--- src/rtl/cfg_sequencer.sv ---
`default_nettype none
// cfg_sequencer: replays each captured depacker frame as up to 8 ordered device writes over a req/ack port.
// Optional feature macro CFG_SKIP_UNCHANGED_EN: skip entries equal to their last acknowledged value.
module cfg_sequencer #(
    parameter int TIMEOUT = 4095,
    parameter int GAP     = 3
) (
    input  logic       clk,
    input  logic       rst,
    input  logic       cmd_ready,
    output logic       cmd_load,
    input  logic [5:0] tx_att,
    input  logic [7:0] rx_ch1_att,
    input  logic [7:0] rx_ch2_att,
    input  logic [7:0] rx_ch3_att,
    input  logic [7:0] rx_ch1_pha,
    input  logic [7:0] rx_ch2_pha,
    input  logic [7:0] rx_ch3_pha,
    input  logic [2:0] mode,
    input  logic       rf_switch,
    output logic       wr_req,
    output logic [2:0] wr_dev,
    output logic [7:0] wr_data,
    input  logic       wr_ack,
    output logic       busy,
    output logic       done,
    output logic       wr_err
);

    typedef enum logic [2:0] {
        S_IDLE = 3'd0,
        S_LOAD = 3'd1,
        S_SEL  = 3'd2,
        S_REQ  = 3'd3,
        S_GAP  = 3'd4,
        S_FIN  = 3'd5
    } state_t;

    state_t      state_q, state_d;
    state_t      after_entry;
    logic [2:0]  idx_q, idx_d;
    logic [11:0] cnt_q, cnt_d;
    logic [7:0]  img_q [8];
    logic [2:0]  dev_q;
    logic [7:0]  data_q;
    logic        err_q;
    logic        skip;
    logic        capture;
    logic        issue;
    logic        expired;
    logic        tmo;

    assign expired     = (cnt_q == 12'(TIMEOUT - 1));
    assign capture     = (state_q == S_IDLE) && cmd_ready;
    assign issue       = (state_q == S_SEL) && !skip;
    // An ack in the expiry cycle wins over the timeout.
    assign tmo         = (state_q == S_REQ) && !wr_ack && expired;
    assign after_entry = (idx_q == 3'd7) ? S_FIN : S_SEL;

    assign cmd_load = (state_q == S_LOAD);
    assign wr_req   = (state_q == S_REQ);
    assign done     = (state_q == S_FIN);
    assign busy     = (state_q == S_LOAD) || (state_q == S_SEL) ||
                      (state_q == S_REQ)  || (state_q == S_GAP);
    assign wr_dev   = dev_q;
    assign wr_data  = data_q;
    assign wr_err   = err_q;

    always_comb begin
        state_d = state_q;
        idx_d   = idx_q;
        cnt_d   = cnt_q;
        case (state_q)
            S_IDLE: begin
                if (cmd_ready) state_d = S_LOAD;
            end
            S_LOAD: begin
                idx_d   = 3'd0;
                state_d = S_SEL;
            end
            S_SEL: begin
                cnt_d = '0;
                if (skip) begin
                    idx_d   = idx_q + 3'd1;
                    state_d = after_entry;
                end else begin
                    state_d = S_REQ;
                end
            end
            S_REQ: begin
                if (wr_ack || expired) begin
                    cnt_d = '0;
                    if (GAP == 0) begin
                        idx_d   = idx_q + 3'd1;
                        state_d = after_entry;
                    end else begin
                        state_d = S_GAP;
                    end
                end else begin
                    cnt_d = cnt_q + 12'd1;
                end
            end
            S_GAP: begin
                if (cnt_q == 12'(GAP - 1)) begin
                    cnt_d   = '0;
                    idx_d   = idx_q + 3'd1;
                    state_d = after_entry;
                end else begin
                    cnt_d = cnt_q + 12'd1;
                end
            end
            S_FIN: begin
                state_d = S_IDLE;
            end
            default: begin
                state_d = S_IDLE;
            end
        endcase
    end

    always_ff @(posedge clk) begin
        if (!rst) begin
            state_q <= S_IDLE;
            idx_q   <= '0;
            cnt_q   <= '0;
            dev_q   <= '0;
            data_q  <= '0;
            err_q   <= 1'b0;
            for (int i = 0; i < 8; i++) img_q[i] <= '0;
        end else begin
            state_q <= state_d;
            idx_q   <= idx_d;
            cnt_q   <= cnt_d;
            if (capture) begin
                img_q[0] <= {2'b00, tx_att};
                img_q[1] <= rx_ch1_att;
                img_q[2] <= rx_ch2_att;
                img_q[3] <= rx_ch3_att;
                img_q[4] <= rx_ch1_pha;
                img_q[5] <= rx_ch2_pha;
                img_q[6] <= rx_ch3_pha;
                img_q[7] <= {4'b0000, rf_switch, mode};
                err_q    <= 1'b0;
            end
            if (issue) begin
                dev_q  <= idx_q;
                data_q <= img_q[idx_q];
            end
            if (tmo) err_q <= 1'b1;
        end
    end

`ifdef CFG_SKIP_UNCHANGED_EN
    logic [7:0] shadow_q [8];
    logic [7:0] valid_q;
    logic       ack_ok;

    assign ack_ok = (state_q == S_REQ) && wr_ack;
    assign skip   = valid_q[idx_q] && (shadow_q[idx_q] == img_q[idx_q]);

    // A timed-out entry loses its valid flag so the next frame retries it.
    always_ff @(posedge clk) begin
        if (!rst) begin
            valid_q <= '0;
            for (int i = 0; i < 8; i++) shadow_q[i] <= '0;
        end else if (ack_ok) begin
            shadow_q[idx_q] <= img_q[idx_q];
            valid_q[idx_q]  <= 1'b1;
        end else if (tmo) begin
            valid_q[idx_q] <= 1'b0;
        end
    end
`else
    assign skip = 1'b0;
`endif

endmodule
`default_nettype wire

--- config.mk ---
export PLATFORM = sky130hd
export DESIGN_NAME = cfg_sequencer
export DESIGN_NICKNAME = d
export VERILOG_FILES = /design/src/rtl/cfg_sequencer.sv
export SDC_FILE = /design/constraint.sdc
export NUM_CORES = 1
export LEC_CHECK = 0
export BUFFER_PORTS_ARGS = -buffer_cell sky130_fd_sc_hd__buf_2
export CORE_ASPECT_RATIO = 0.9
export CORE_MARGIN = 2
export CORE_UTILIZATION = 55
export DETAILED_ROUTE_END_ITERATION = 10
export GPL_ROUTABILITY_DRIVEN = 1
export HOLD_SLACK_MARGIN = 0.15
export PLACE_DENSITY = 0.85
export SYNTH_ARGS = -nofsm -noshare
export SYNTH_HDL_FRONTEND = slang
export SYNTH_SLANG_ARGS = --single-unit
export TNS_END_PERCENT = 20
--- constraint.sdc ---
create_clock -name clk -period 3.05 [get_ports clk]
set_clock_uncertainty 0.1 [all_clocks]
set_input_delay 0.61 -clock clk [delete_from_list [all_inputs] [get_ports clk]]
set_output_delay 0.61 -clock clk [all_outputs]
set_load 0.05 [all_outputs]
==> reports/qor.csv <==
metric,value,unit
status,finished clean,
Syn Area/Cell,11.9,sq um
CP startpoint kind,flop,
Buffers on Ports,77,
DRC Markers,0,
Pwr Density,626,nW/um^2
largest family of logic cells by synthesized area,simple AND/OR/NAND/NOR gates,
IO Pins,78,
GRT Total Usage,20.9,%
"Async S/R FF share, synth",0,%
post-route ant nets,0,
r2r endpoint,cnt_q[9]$_SDFFE_PN0P_,
Clock Tree Buf Depth,2,
Leakage Power,1.85,nW
hold wc startpoint,wr_dev[1]$_SDFFE_PN0P_,
DR WL/cell,15.0,um
Worst Path Required,2.34,ns
post-synthesis mux area share,7.99,%
crit path kind,flop to output pin,
R2R Setup Slk,0.86,ns
Ys Warns,0,
pin count of the biggest net entering global routing,47,
HP Class,flop to flop,
Synth top area share,42.4,%
core area,7150,sq um
die area,8170,sq um
die width,95.1,um
number of diodes,0,
"Slew Viols, Final",0,
TritonCTS buffer count,9,
Layout Cell Area excl Fill,4750,sq um
setup_tns,0,ns
Routability Congestion,0.838,
Critical Path AT,1.65,ns
CTS tree,yes,
FP Rows,29,
hold path depth,2,
FF-to-FF Start,state_q[2]$_SDFFE_PN0P_,
"CTS clk-pin slew, worst paths",0.09,ns
die height,86.0,um
fmax,0.424,GHz
actual slew at the worst max-slew pin,0.632,ns
xor-xnor portion of the synthesized cell area,0.640,%
Hold Crit Endpoint,wr_dev[1]$_SDFFE_PN0P_,
"Hold Vio Cnt, Final",0,
CTS root buf,clkbuf_8,
number of stages on the worst setup path,2,
Synth Instances,346,
number of max-cap violations,0,
Mapped Nets,412,
Initial DRT Pass Iterations,4,
DRT iter0 DRCs,159,
Worst path slowest cell,dfxtp_1,
initial antenna violation count,0,
Util after Layout,66.4,%
"Cell Chain, Critical Path",nor3b_1 -> buf_2,
P&R area growth vs syn,15.7,%
WP buf/inv,1,
fraction of layout cells with a size suffix above 1,29.3,%
clk_lat worst skew,0.36,ns
Post-synth EDFFs,58,
first-pass GRT wire length,12900,um
post-CTS setup buffer count,0,
CP max stage delay,0.55,ns
"wirelength, routed",7780,um
placed instance area,4550,sq um
total vias in the final route,2843,
Final period util,77.3,%
CTS Hold Buffers Added,0,
Place WS,0.742,ns
crit path time final,2.36,ns
Resized Gates After CTS,0,
Adder-Cell Fraction of Synth Area,1.22,%
synth unique cells,50,
Max IR drop VDD,386,uV
Nets,487,
Compound-Gate Fraction of Synth Area,9.02,%
Worst Setup End Kind,output pin,
Simple-Gate Fraction of Synth Area,20.7,%
"Remaining Overflow, GRT",0,
vias in the first global route,2776,
non-filler instance count after layout,519,
r2r worst-path depth,5,
final setup vio count,0,
Synth area leader,edfxtp_1,
via/cell ratio,5.48,
ys flop type,edfxtp_1,
Worst slew margin,57.8,%
RSZ-0062 raised after global routing,no,
Mapped Area,4110,sq um
Worst path top cell family by delay,flip-flops,
Post-DP HPWL,5440,um
Initial Util,57.4,%
Worst Path Max Fanout,11,
"Seq/Total Area, Yosys",57.1,%
clock sinks,88,
H-tree depth,3,
placed cell count,503,
"FF+latch count, synth",88,
top post-synthesis cells by area,"edfxtp_1 (42%), dfxtp_1 (15%), and2_1 (8.8%)",
"Worst Setup Slack, final",0.692,ns
metal layers:
layer / vias to the layer above / wire length (um) / track usage (%)
li1: 1408 / - / -
met1: 1329 / 3340 / 26.5
met2: 95 / 3820 / 34.1
met3: 11 / 519 / 7.21
met4: 0 / 100 / 6.06
met5: - / 0 / 0
synth_stat cells (2+ instances only):
| master | number |
|---|---|
| and2_1 | 58 |
| edfxtp_1 | 58 |
| nand2_1 | 34 |
| dfxtp_1 | 30 |
| nor2_1 | 16 |
| a21oi_1 | 12 |
| clkbuf_1 | 10 |
| mux4_2 | 10 |
| nand3_1 | 10 |
| o211ai_1 | 9 |
| a31oi_1 | 8 |
| mux2i_1 | 8 |
| nor3_1 | 7 |
| o21ai_0 | 7 |
| inv_1 | 5 |
| nand3b_1 | 5 |
| a211oi_1 | 4 |
| buf_6 | 4 |
| ha_1 | 4 |
| buf_2 | 3 |
| nand2b_1 | 3 |
| nor2b_1 | 3 |
| xnor2_1 | 3 |
| a21o_1 | 2 |
| a22oi_1 | 2 |
| and3_2 | 2 |
| and3b_2 | 2 |
| buf_1 | 2 |
| mux2_2 | 2 |
| nor4_1 | 2 |
| o21a_1 | 2 |
through the flow:
step                hold slack, ns  total power [mW]
CTS                          0.361              3.00
floorplan                    0.351              2.02
global placement             0.346              2.16
global route                 0.384              3.12
detailed placement           0.348              2.19
finish                       0.358              2.97
sequential cells by signal, summed over array words and instances, names as in the netlist:
register / flops
wr_dev: 3
state_q: 3
idx_q: 3
wr_err: 1
img_q: 58
wr_data: 8
cnt_q: 12
worst max-delay path by stage:
stage,startpoint,endpoint
2_1_floorplan,rst,img_q[0][0]$_SDFFCE_PN0P_
3_3_place_gp,rst,cnt_q[9]$_SDFFE_PN0P_
3_5_place_dp,rst,cnt_q[9]$_SDFFE_PN0P_
4_1_cts,state_q[0]$_SDFFE_PN0P_,cmd_load
5_1_grt,state_q[0]$_SDFFE_PN0P_,cmd_load
6_report,state_q[0]$_SDFFE_PN0P_,cmd_load
worst reg2reg max path: cells and delay by family, from the launching register on:
| family | cells | cell delay, ns |
|---|---|---|
| AO/OA/AOI/OAI | 3 | 0.55 |
| flip-flops | 1 | 0.50 |
| AND/OR/NAND/NOR | 2 | 0.96 |
layout by cell type, fill, tap and decap left out, types with 3 or more instances in the layout:
cell type,Yosys,routed
buf_2,3,77
and2_1,58,58
edfxtp_1,58,58
nand2_1,34,33
dfxtp_1,30,30
nor2_1,16,15
a21oi_1,12,12
nand3_1,10,10
mux4_2,10,10
o211ai_1,9,9
clkbuf_8,1,9
a31oi_1,8,8
mux2i_1,8,8
nor3_1,7,7
o21ai_0,7,7
buf_4,0,7
inv_1,5,5
nand3b_1,5,5
a211oi_1,4,4
ha_1,4,4
xnor2_1,3,3
nand2b_1,3,3
nor2b_1,3,3
area by class of cell:
cell class	instances	area, sq um
fillers	553	2400
multi-input cells	233	1630
well taps	93	116
clock buffers	9	124
flip-flops and latches	88	2340
repair buffers	84	438
inverters	5	18.8
clock inverters	7	78.8
where the power goes:
group | switching, mW | internal [mW] | leakage (nW)
Clock | 0.428 | 0.388 | 0.0998
Combinational | 0.382 | 0.216 | 0.885
Sequential | 0.0750 | 1.48 | 0.864
kinds of logic (layout without fill, tap and decap cells):
kind of cell	Yosys count	count (layout)
compound gates	53	53
simple gates	153	153
flops	88	88
xor+xnor	3	3
mux	20	20
fa+ha+maj	4	4
buf+inv	25	105
No activity file was read; power rests on OpenSTA's default activity.
